### config.mk
export PLATFORM = sky130hd
export DESIGN_NAME = lsu_mem_initiator_flat
export DESIGN_NICKNAME = d
export VERILOG_FILES = /design/src/rtl/lsu_pkg.sv /design/src/rtl/lsu_mem_initiator_if.sv /design/src/rtl/lsu_load_align.sv /design/src/rtl/lsu_mem_initiator.sv /design/src/flat_wrapper.sv
export SDC_FILE = /design/constraint.sdc
export NUM_CORES = 1
export LEC_CHECK = 0
export ABC_AREA = 1
export BUFFER_PORTS_ARGS = -buffer_cell sky130_fd_sc_hd__buf_2
export CAP_MARGIN = 20
export CORE_AREA = 2 2 190 192
export DETAILED_ROUTE_END_ITERATION = 8
export DIE_AREA = 0 0 192 194
export GPL_TIMING_DRIVEN = 1
export PLACE_DENSITY_LB_ADDON = 0.08
export SKIP_CTS_REPAIR_TIMING = 1
export SLEW_MARGIN = 10
export SYNTH_ARGS = -nofsm -noshare
export SYNTH_HDL_FRONTEND = slang
export SYNTH_SLANG_ARGS = --single-unit
### constraint.sdc
create_clock -name clk -period 7.3 [get_ports clk]
set_input_delay 2.19 -clock clk [delete_from_list [all_inputs] [get_ports clk]]
set_output_delay 2.19 -clock clk [all_outputs]
set_load 0.02 [all_outputs]
### src/rtl/lsu_pkg.sv
// rtl/lsu_pkg.sv - funct3 encodings, FSM state type and size helpers for the load/store unit
package lsu_pkg;

    localparam logic [2:0] F3_B  = 3'b000;
    localparam logic [2:0] F3_H  = 3'b001;
    localparam logic [2:0] F3_W  = 3'b010;
    localparam logic [2:0] F3_BU = 3'b100;
    localparam logic [2:0] F3_HU = 3'b101;

    typedef enum logic [1:0] {
        IDLE,
        ACCESS,
        SPLIT,
        RESP
    } lsu_state_t;

    // Bytes touched by an access; 0 for encodings that are not loads/stores at all.
    function automatic logic [2:0] access_bytes(input logic [2:0] f3);
        case (f3)
            F3_B, F3_BU: access_bytes = 3'd1;
            F3_H, F3_HU: access_bytes = 3'd2;
            F3_W:        access_bytes = 3'd4;
            default:     access_bytes = 3'd0;
        endcase
    endfunction

    function automatic logic funct3_legal(input logic we, input logic [2:0] f3);
        if (we)
            funct3_legal = (f3 == F3_B) || (f3 == F3_H) || (f3 == F3_W);
        else
            funct3_legal = (f3 == F3_B) || (f3 == F3_H) || (f3 == F3_W) ||
                           (f3 == F3_BU) || (f3 == F3_HU);
    endfunction

endpackage

### src/rtl/lsu_mem_initiator_if.sv
// rtl/lsu_mem_initiator_if.sv - request/response and data-memory bundles for the load/store unit
interface lsu_req_if #(parameter int ADDR_W = 32);
    logic              req_valid;
    logic              req_ready;
    logic              req_we;
    logic [2:0]        req_funct3;
    logic [ADDR_W-1:0] req_addr;
    logic [31:0]       req_wdata;
    logic              resp_valid;
    logic [31:0]       resp_rdata;
    logic              resp_err;

    modport master (
        output req_valid, req_we, req_funct3, req_addr, req_wdata,
        input  req_ready, resp_valid, resp_rdata, resp_err
    );
    modport slave (
        input  req_valid, req_we, req_funct3, req_addr, req_wdata,
        output req_ready, resp_valid, resp_rdata, resp_err
    );
endinterface

interface lsu_mem_if #(parameter int ADDR_W = 32);
    logic [ADDR_W-1:0] mem_address;
    logic [31:0]       mem_write_data;
    logic [2:0]        mem_funct3;
    logic              mem_read_en;
    logic              mem_write_en;
    logic [31:0]       mem_read_data;

    modport master (
        output mem_address, mem_write_data, mem_funct3, mem_read_en, mem_write_en,
        input  mem_read_data
    );
    modport slave (
        input  mem_address, mem_write_data, mem_funct3, mem_read_en, mem_write_en,
        output mem_read_data
    );
endinterface

### src/rtl/lsu_load_align.sv
// rtl/lsu_load_align.sv - sign/zero extends bytes assembled from a split load
module lsu_load_align
    import lsu_pkg::*;
(
    input  logic [31:0] bytes_in,
    input  logic [2:0]  funct3,
    output logic [31:0] rdata
);

    always_comb begin
        rdata = bytes_in;
        case (funct3)
            F3_B:    rdata = {{24{bytes_in[7]}}, bytes_in[7:0]};
            F3_BU:   rdata = {24'b0, bytes_in[7:0]};
            F3_H:    rdata = {{16{bytes_in[15]}}, bytes_in[15:0]};
            F3_HU:   rdata = {16'b0, bytes_in[15:0]};
            default: rdata = bytes_in;
        endcase
    end

endmodule

### src/rtl/lsu_mem_initiator.sv
// rtl/lsu_mem_initiator.sv - load/store unit driving data memory; LSU_MISALIGN_TRAP_EN traps misaligned accesses
module lsu_mem_initiator
    import lsu_pkg::*;
#(
    parameter int MEM_BYTES = 1024,
    parameter int ADDR_W    = 32
) (
    input  logic       clk,
    input  logic       rst,
    lsu_req_if.slave   req,
    lsu_mem_if.master  mem
);

    lsu_state_t        state;
    logic              we_q;
    logic [2:0]        f3_q;
    logic [31:0]       wdata_q;
    logic [1:0]        k_q;
    logic [1:0]        last_k_q;
    logic [31:0]       asm_q;
    logic              rd_en_q;
    logic              wr_en_q;
    logic [ADDR_W-1:0] mem_addr_q;
    logic [31:0]       mem_wdata_q;
    logic [2:0]        mem_f3_q;
    logic              resp_valid_q;
    logic [31:0]       resp_rdata_q;
    logic              resp_err_q;

    logic [2:0]        size;
    logic              legal;
    logic              misaligned;
    logic              oob;
    logic              req_err;
    logic [ADDR_W-1:0] last_addr;
    logic [1:0]        k_next;
    logic [31:0]       asm_next;
    logic [31:0]       load_result;

    always_comb begin
        size       = access_bytes(req.req_funct3);
        legal      = funct3_legal(req.req_we, req.req_funct3);
        misaligned = ((size == 3'd2) && req.req_addr[0]) ||
                     ((size == 3'd4) && (req.req_addr[1:0] != 2'b00));
        last_addr  = req.req_addr + ADDR_W'(size) - ADDR_W'(1);
        // last_addr < req_addr catches a span that wraps past 2^ADDR_W
        oob        = (req.req_addr >= ADDR_W'(MEM_BYTES)) ||
                     (last_addr >= ADDR_W'(MEM_BYTES)) ||
                     (last_addr < req.req_addr);
`ifdef LSU_MISALIGN_TRAP_EN
        req_err    = !legal || oob || misaligned;
`else
        req_err    = !legal || oob;
`endif
    end

    // The byte arriving this cycle is merged in so the final split beat can respond directly.
    always_comb begin
        k_next   = k_q + 2'd1;
        asm_next = asm_q;
        asm_next[{k_q, 3'b000} +: 8] = mem.mem_read_data[7:0];
    end

    lsu_load_align u_load_align (
        .bytes_in (asm_next),
        .funct3   (f3_q),
        .rdata    (load_result)
    );

    always_ff @(posedge clk) begin
        if (rst) begin
            state        <= IDLE;
            we_q         <= 1'b0;
            f3_q         <= '0;
            wdata_q      <= '0;
            k_q          <= '0;
            last_k_q     <= '0;
            asm_q        <= '0;
            rd_en_q      <= 1'b0;
            wr_en_q      <= 1'b0;
            mem_addr_q   <= '0;
            mem_wdata_q  <= '0;
            mem_f3_q     <= '0;
            resp_valid_q <= 1'b0;
            resp_rdata_q <= '0;
            resp_err_q   <= 1'b0;
        end else begin
            case (state)
                IDLE: begin
                    resp_valid_q <= 1'b0;
                    resp_rdata_q <= '0;
                    resp_err_q   <= 1'b0;
                    if (req.req_valid) begin
                        we_q     <= req.req_we;
                        f3_q     <= req.req_funct3;
                        wdata_q  <= req.req_wdata;
                        k_q      <= '0;
                        asm_q    <= '0;
                        last_k_q <= (size == 3'd4) ? 2'd3 : 2'd1;
                        if (req_err) begin
                            state        <= RESP;
                            resp_valid_q <= 1'b1;
                            resp_err_q   <= 1'b1;
                        end else if (!misaligned) begin
                            state       <= ACCESS;
                            mem_addr_q  <= req.req_addr;
                            mem_f3_q    <= req.req_funct3;
                            mem_wdata_q <= req.req_wdata;
                            rd_en_q     <= !req.req_we;
                            wr_en_q     <= req.req_we;
                        end else begin
                            state       <= SPLIT;
                            mem_addr_q  <= req.req_addr;
                            mem_f3_q    <= req.req_we ? F3_B : F3_BU;
                            mem_wdata_q <= {24'b0, req.req_wdata[7:0]};
                            rd_en_q     <= !req.req_we;
                            wr_en_q     <= req.req_we;
                        end
                    end
                end
                ACCESS: begin
                    rd_en_q      <= 1'b0;
                    wr_en_q      <= 1'b0;
                    state        <= RESP;
                    resp_valid_q <= 1'b1;
                    resp_rdata_q <= we_q ? '0 : mem.mem_read_data;
                end
                SPLIT: begin
                    if (!we_q)
                        asm_q <= asm_next;
                    if (k_q == last_k_q) begin
                        rd_en_q      <= 1'b0;
                        wr_en_q      <= 1'b0;
                        state        <= RESP;
                        resp_valid_q <= 1'b1;
                        resp_rdata_q <= we_q ? '0 : load_result;
                    end else begin
                        k_q         <= k_next;
                        mem_addr_q  <= mem_addr_q + ADDR_W'(1);
                        mem_wdata_q <= {24'b0, wdata_q[{k_next, 3'b000} +: 8]};
                    end
                end
                RESP: begin
                    resp_valid_q <= 1'b0;
                    resp_rdata_q <= '0;
                    resp_err_q   <= 1'b0;
                    state        <= IDLE;
                end
                default: state <= IDLE;
            endcase
        end
    end

    assign req.req_ready      = (state == IDLE) && !rst;
    assign req.resp_valid     = resp_valid_q;
    assign req.resp_rdata     = resp_rdata_q;
    assign req.resp_err       = resp_err_q;
    assign mem.mem_address    = mem_addr_q;
    assign mem.mem_write_data = mem_wdata_q;
    assign mem.mem_funct3     = mem_f3_q;
    // Enables are gated by reset so an interrupted store never lands its next byte.
    assign mem.mem_read_en    = rd_en_q && !rst;
    assign mem.mem_write_en   = wr_en_q && !rst;

endmodule

### src/flat_wrapper.sv
// flat-port wrapper written by rule: the top's interface ports become plain ports
module lsu_mem_initiator_flat import lsu_pkg::*;
#(
    parameter int MEM_BYTES = 1024,
    parameter int ADDR_W    = 32
)
  (clk, rst, req_req_valid, req_req_we, req_req_funct3, req_req_addr, req_req_wdata, req_req_ready, req_resp_valid, req_resp_rdata, req_resp_err, mem_mem_address, mem_mem_write_data, mem_mem_funct3, mem_mem_read_en, mem_mem_write_en, mem_mem_read_data);
  lsu_req_if #(.ADDR_W(ADDR_W)) req_i ();
  lsu_mem_if #(.ADDR_W(ADDR_W)) mem_i ();
  input  logic clk;
  input  logic rst;
  input wire logic [$bits(req_i.req_valid)-1:0] req_req_valid;
  input wire logic [$bits(req_i.req_we)-1:0] req_req_we;
  input wire logic [$bits(req_i.req_funct3)-1:0] req_req_funct3;
  input wire logic [$bits(req_i.req_addr)-1:0] req_req_addr;
  input wire logic [$bits(req_i.req_wdata)-1:0] req_req_wdata;
  output wire logic [$bits(req_i.req_ready)-1:0] req_req_ready;
  output wire logic [$bits(req_i.resp_valid)-1:0] req_resp_valid;
  output wire logic [$bits(req_i.resp_rdata)-1:0] req_resp_rdata;
  output wire logic [$bits(req_i.resp_err)-1:0] req_resp_err;
  output wire logic [$bits(mem_i.mem_address)-1:0] mem_mem_address;
  output wire logic [$bits(mem_i.mem_write_data)-1:0] mem_mem_write_data;
  output wire logic [$bits(mem_i.mem_funct3)-1:0] mem_mem_funct3;
  output wire logic [$bits(mem_i.mem_read_en)-1:0] mem_mem_read_en;
  output wire logic [$bits(mem_i.mem_write_en)-1:0] mem_mem_write_en;
  input wire logic [$bits(mem_i.mem_read_data)-1:0] mem_mem_read_data;
  assign req_i.req_valid = req_req_valid;
  assign req_i.req_we = req_req_we;
  assign req_i.req_funct3 = req_req_funct3;
  assign req_i.req_addr = req_req_addr;
  assign req_i.req_wdata = req_req_wdata;
  assign req_req_ready = req_i.req_ready;
  assign req_resp_valid = req_i.resp_valid;
  assign req_resp_rdata = req_i.resp_rdata;
  assign req_resp_err = req_i.resp_err;
  assign mem_mem_address = mem_i.mem_address;
  assign mem_mem_write_data = mem_i.mem_write_data;
  assign mem_mem_funct3 = mem_i.mem_funct3;
  assign mem_mem_read_en = mem_i.mem_read_en;
  assign mem_mem_write_en = mem_i.mem_write_en;
  assign mem_i.mem_read_data = mem_mem_read_data;
  lsu_mem_initiator #(.MEM_BYTES(MEM_BYTES), .ADDR_W(ADDR_W)) u_core (.clk(clk), .rst(rst), .req(req_i), .mem(mem_i));
endmodule
==> out/results.tsv <==
metric	value	unit
fin_crit	6.29	ns
clock_path_buffers	2	
required	7.63	ns
fin_cells	2649	
path_class	in2reg	
ant_nets	0	
htreeDepth	4	
yosysSeqAreaShare	0.282	
synthToLayoutAreaGrowth	15.9	%
tritoncts	built	
ys_types	38	
ys_warn_count	0	
syn_nets	2216	
slowest_stage	buf_4	
placed_cells	2615	
finish.utilization	0.414	
start_util	0.357	
min_path_cells	2	
root_buffer	clkbuf_16	
slew-limit-headroom	0.306	
finalMaxSlewViolations	0	
overflow	0	
die_y	194	µm
hold_viol_final	0	
outcome	finished clean	
path_clk_slew	0.06	ns
ys.flop_type	dfxtp_1	
synth_top_area_cell	dfxtp_1	
dpl.hpwl	34000	µm
synth_seq_cells	177	
arrival	6.62	ns
drv_cap	0	
fmax	0.159	GHz
firstDrtPassIters	6	
synth_edf_count	0	
clkLatencyLatePin	0.45	ns
via_count	13100	
path_max_fanout	92	
numCtsBuffers	17	
die_w	192	µm
gp_congestion	0.904	
clock_sinks	177	
syn_area	12600	µm²
wl	44400	µm
drt_drc_violations_left	0	
avgSynthCellArea	6.24	µm²
grt_pass1_wl	68400	µm
synth_area_leaders	dfxtp_1 28%, nand2_1 15%, ha_1 9.4%	
rsz0062_at_grt	no	
period_share	0.861	
drive_above_1_share	0.132	
wl_per_cell	16.8	µm
ir_worst_vdd	209	µV
nets	2373	
grt_pass1_vias	12300	
track_usage	0.236	
startpoint_type	primary input	
coreArea	35200	µm²
r2r_cells	14	
crit_path_frequent_cell	nand2_1	
min_path_type	reg2reg	
die_area	37200	µm²
io_buffers	206	
worst-slew-pin-transition	1.04	ns
setup_tns	0	ns
syn_inst	2017	
leakage	7.40	nW
cp-end-kind	register	
antenna_found_initial	1	
num_rows	69	
grt_max_degree	93	
via_per_inst	4.96	
fin_skew	0.0120	ns
finalSetupViolCount	0	
drt_iter0_markers	683	
async_reset_ff_frac	0	
yosysTopAreaCellShare	0.282	
p_per_area	328	nW/µm²
max_stage_delay	0.69	ns
pin_count	207	
-- layer usage --
layer / up-vias / track usage / wire length, µm
met2: 282 / 0.403 / 21300
met1: 5993 / 0.295 / 19700
met3: 64 / 0.0396 / 1940
met4: 0 / 0.0896 / 1490
li1: 6798 / - / -
met5: - / 0 / 0
-- where the power goes --
| part | switching, mW | leakage, nW | internal (mW) |
|---|---|---|---|
| combinational | 1.58 | 5.65 | 0.742 |
| clock | 0.425 | 0.296 | 0.543 |
| sequential | 0.235 | 1.45 | 1.27 |
| total | 2.24 | 7.40 | 2.55 |
-- flip-flops by register name, summed over array words and instances (netlist names) --
name                       count
u_core.asm_q                  32
u_core.mem.mem_address        32
u_core.mem.mem_write_data     32
u_core.req.resp_rdata         32
u_core.wdata_q                32
u_core.f3_q                    3
u_core.mem.mem_funct3          3
u_core.k_q                     2
u_core.last_k_q                2
u_core.state                   2
u_core.rd_en_q                 1
u_core.req.resp_err            1
u_core.req.resp_valid          1
u_core.we_q                    1
u_core.wr_en_q                 1
-- critical path, delay by kind of cell --
family | cells | cell delay, ns
AO/OA/AOI/OAI | 2 | 0.24
adder cells (fa/ha/maj) | 4 | 1.23
buffers and inverters | 6 | 1.04
AND/OR/NAND/NOR | 19 | 1.82
-- final timing paths --
| kind | endpoint | slack, ns | startpoint |
|---|---|---|---|
| worst max-delay path | u_core.mem.mem_write_data[29] | 1.01 | req_req_funct3[1] |
| worst min-delay path | u_core.req.resp_err | 0.46 | u_core.req.resp_err |
| worst max register to register | u_core.req.resp_rdata[24] | 3.38 | u_core.k_q[0] |
| worst min register to register | u_core.req.resp_err | 0.46 | u_core.req.resp_err |
-- cell usage after synthesis, types with 9 or more instances --
cell / number
nand2_1: 500
nor2_1: 297
inv_1: 254
a21oi_1: 200
dfxtp_1: 177
o21ai_0: 125
ha_1: 95
nand3_1: 86
clkbuf_1: 62
xor2_1: 32
a22oi_1: 25
nor3_1: 19
o211ai_1: 19
nand4_1: 17
a32o_1: 14
inv_2: 9
nor2_2: 9
-- placed cells by master (no fill, tap or decap), drive strengths merged, types with 2 or more instances in the layout --
master    synthesis  routed
nand3            92      92
ha               95      95
nor2            306     306
bufinv            0       2
nand4            17      17
nor3             23      23
o21ai           125     125
a22oi            25      25
nor4              5       5
a31oi             2       2
and2              3       3
inv             263     266
clkinv            4       8
buf              21     221
a32o             14      14
o21bai            8       8
xnor2             5       5
o21a              3       3
xor2             32      32
clkinvlp          0       2
dfxtp           177     177
nand2           502     502
o211ai           19      19
clkbuf           62      21
a32oi             3       3
nand3b            5       5
a21oi           202     202
-- cells by family (layout without fill, tap and decap cells) --
| group | Yosys count | count (layout) | synth area share |
|---|---|---|---|
| DFF | 177 | 177 | 0.282 |
| adders and majority gates | 96 | 96 | 0.0961 |
| AOI/OAI and AO/OA | 403 | 403 | 0.179 |
| xor gates and xnor gates | 37 | 37 | 0.0258 |
| buffers and inverters | 350 | 520 | 0.109 |
| and+or+nand+nor | 954 | 954 | 0.309 |
| other | 0 | 1 | 0 |
-- stage by stage --
stage / area [µm²] / power [mW] / worst slack [ns] / hold slack, ns
after floorplan: 12600 / 3.11 / 1.72 / 0.441
after global placement: 13900 / 3.80 / 0.671 / 0.445
after detailed placement: 14000 / 3.83 / 0.571 / 0.453
after CTS: 14600 / 4.82 / 1.04 / 0.462
after global routing: 14600 / 5.17 / 0.587 / 0.478
final: 14600 / 4.79 / 1.01 / 0.455
-- cell type report --
class,instances,area [µm²]
diodes,1,2.50
clock buffers,21,480
clock inverters,11,125
fillers,3897,20600
inverters,267,1000
multi-input cells,1490,7680
flip-flops and latches,177,3540
well taps,461,577
repair buffers,221,1180
Note: power is estimated with default switching activity, not from simulation.
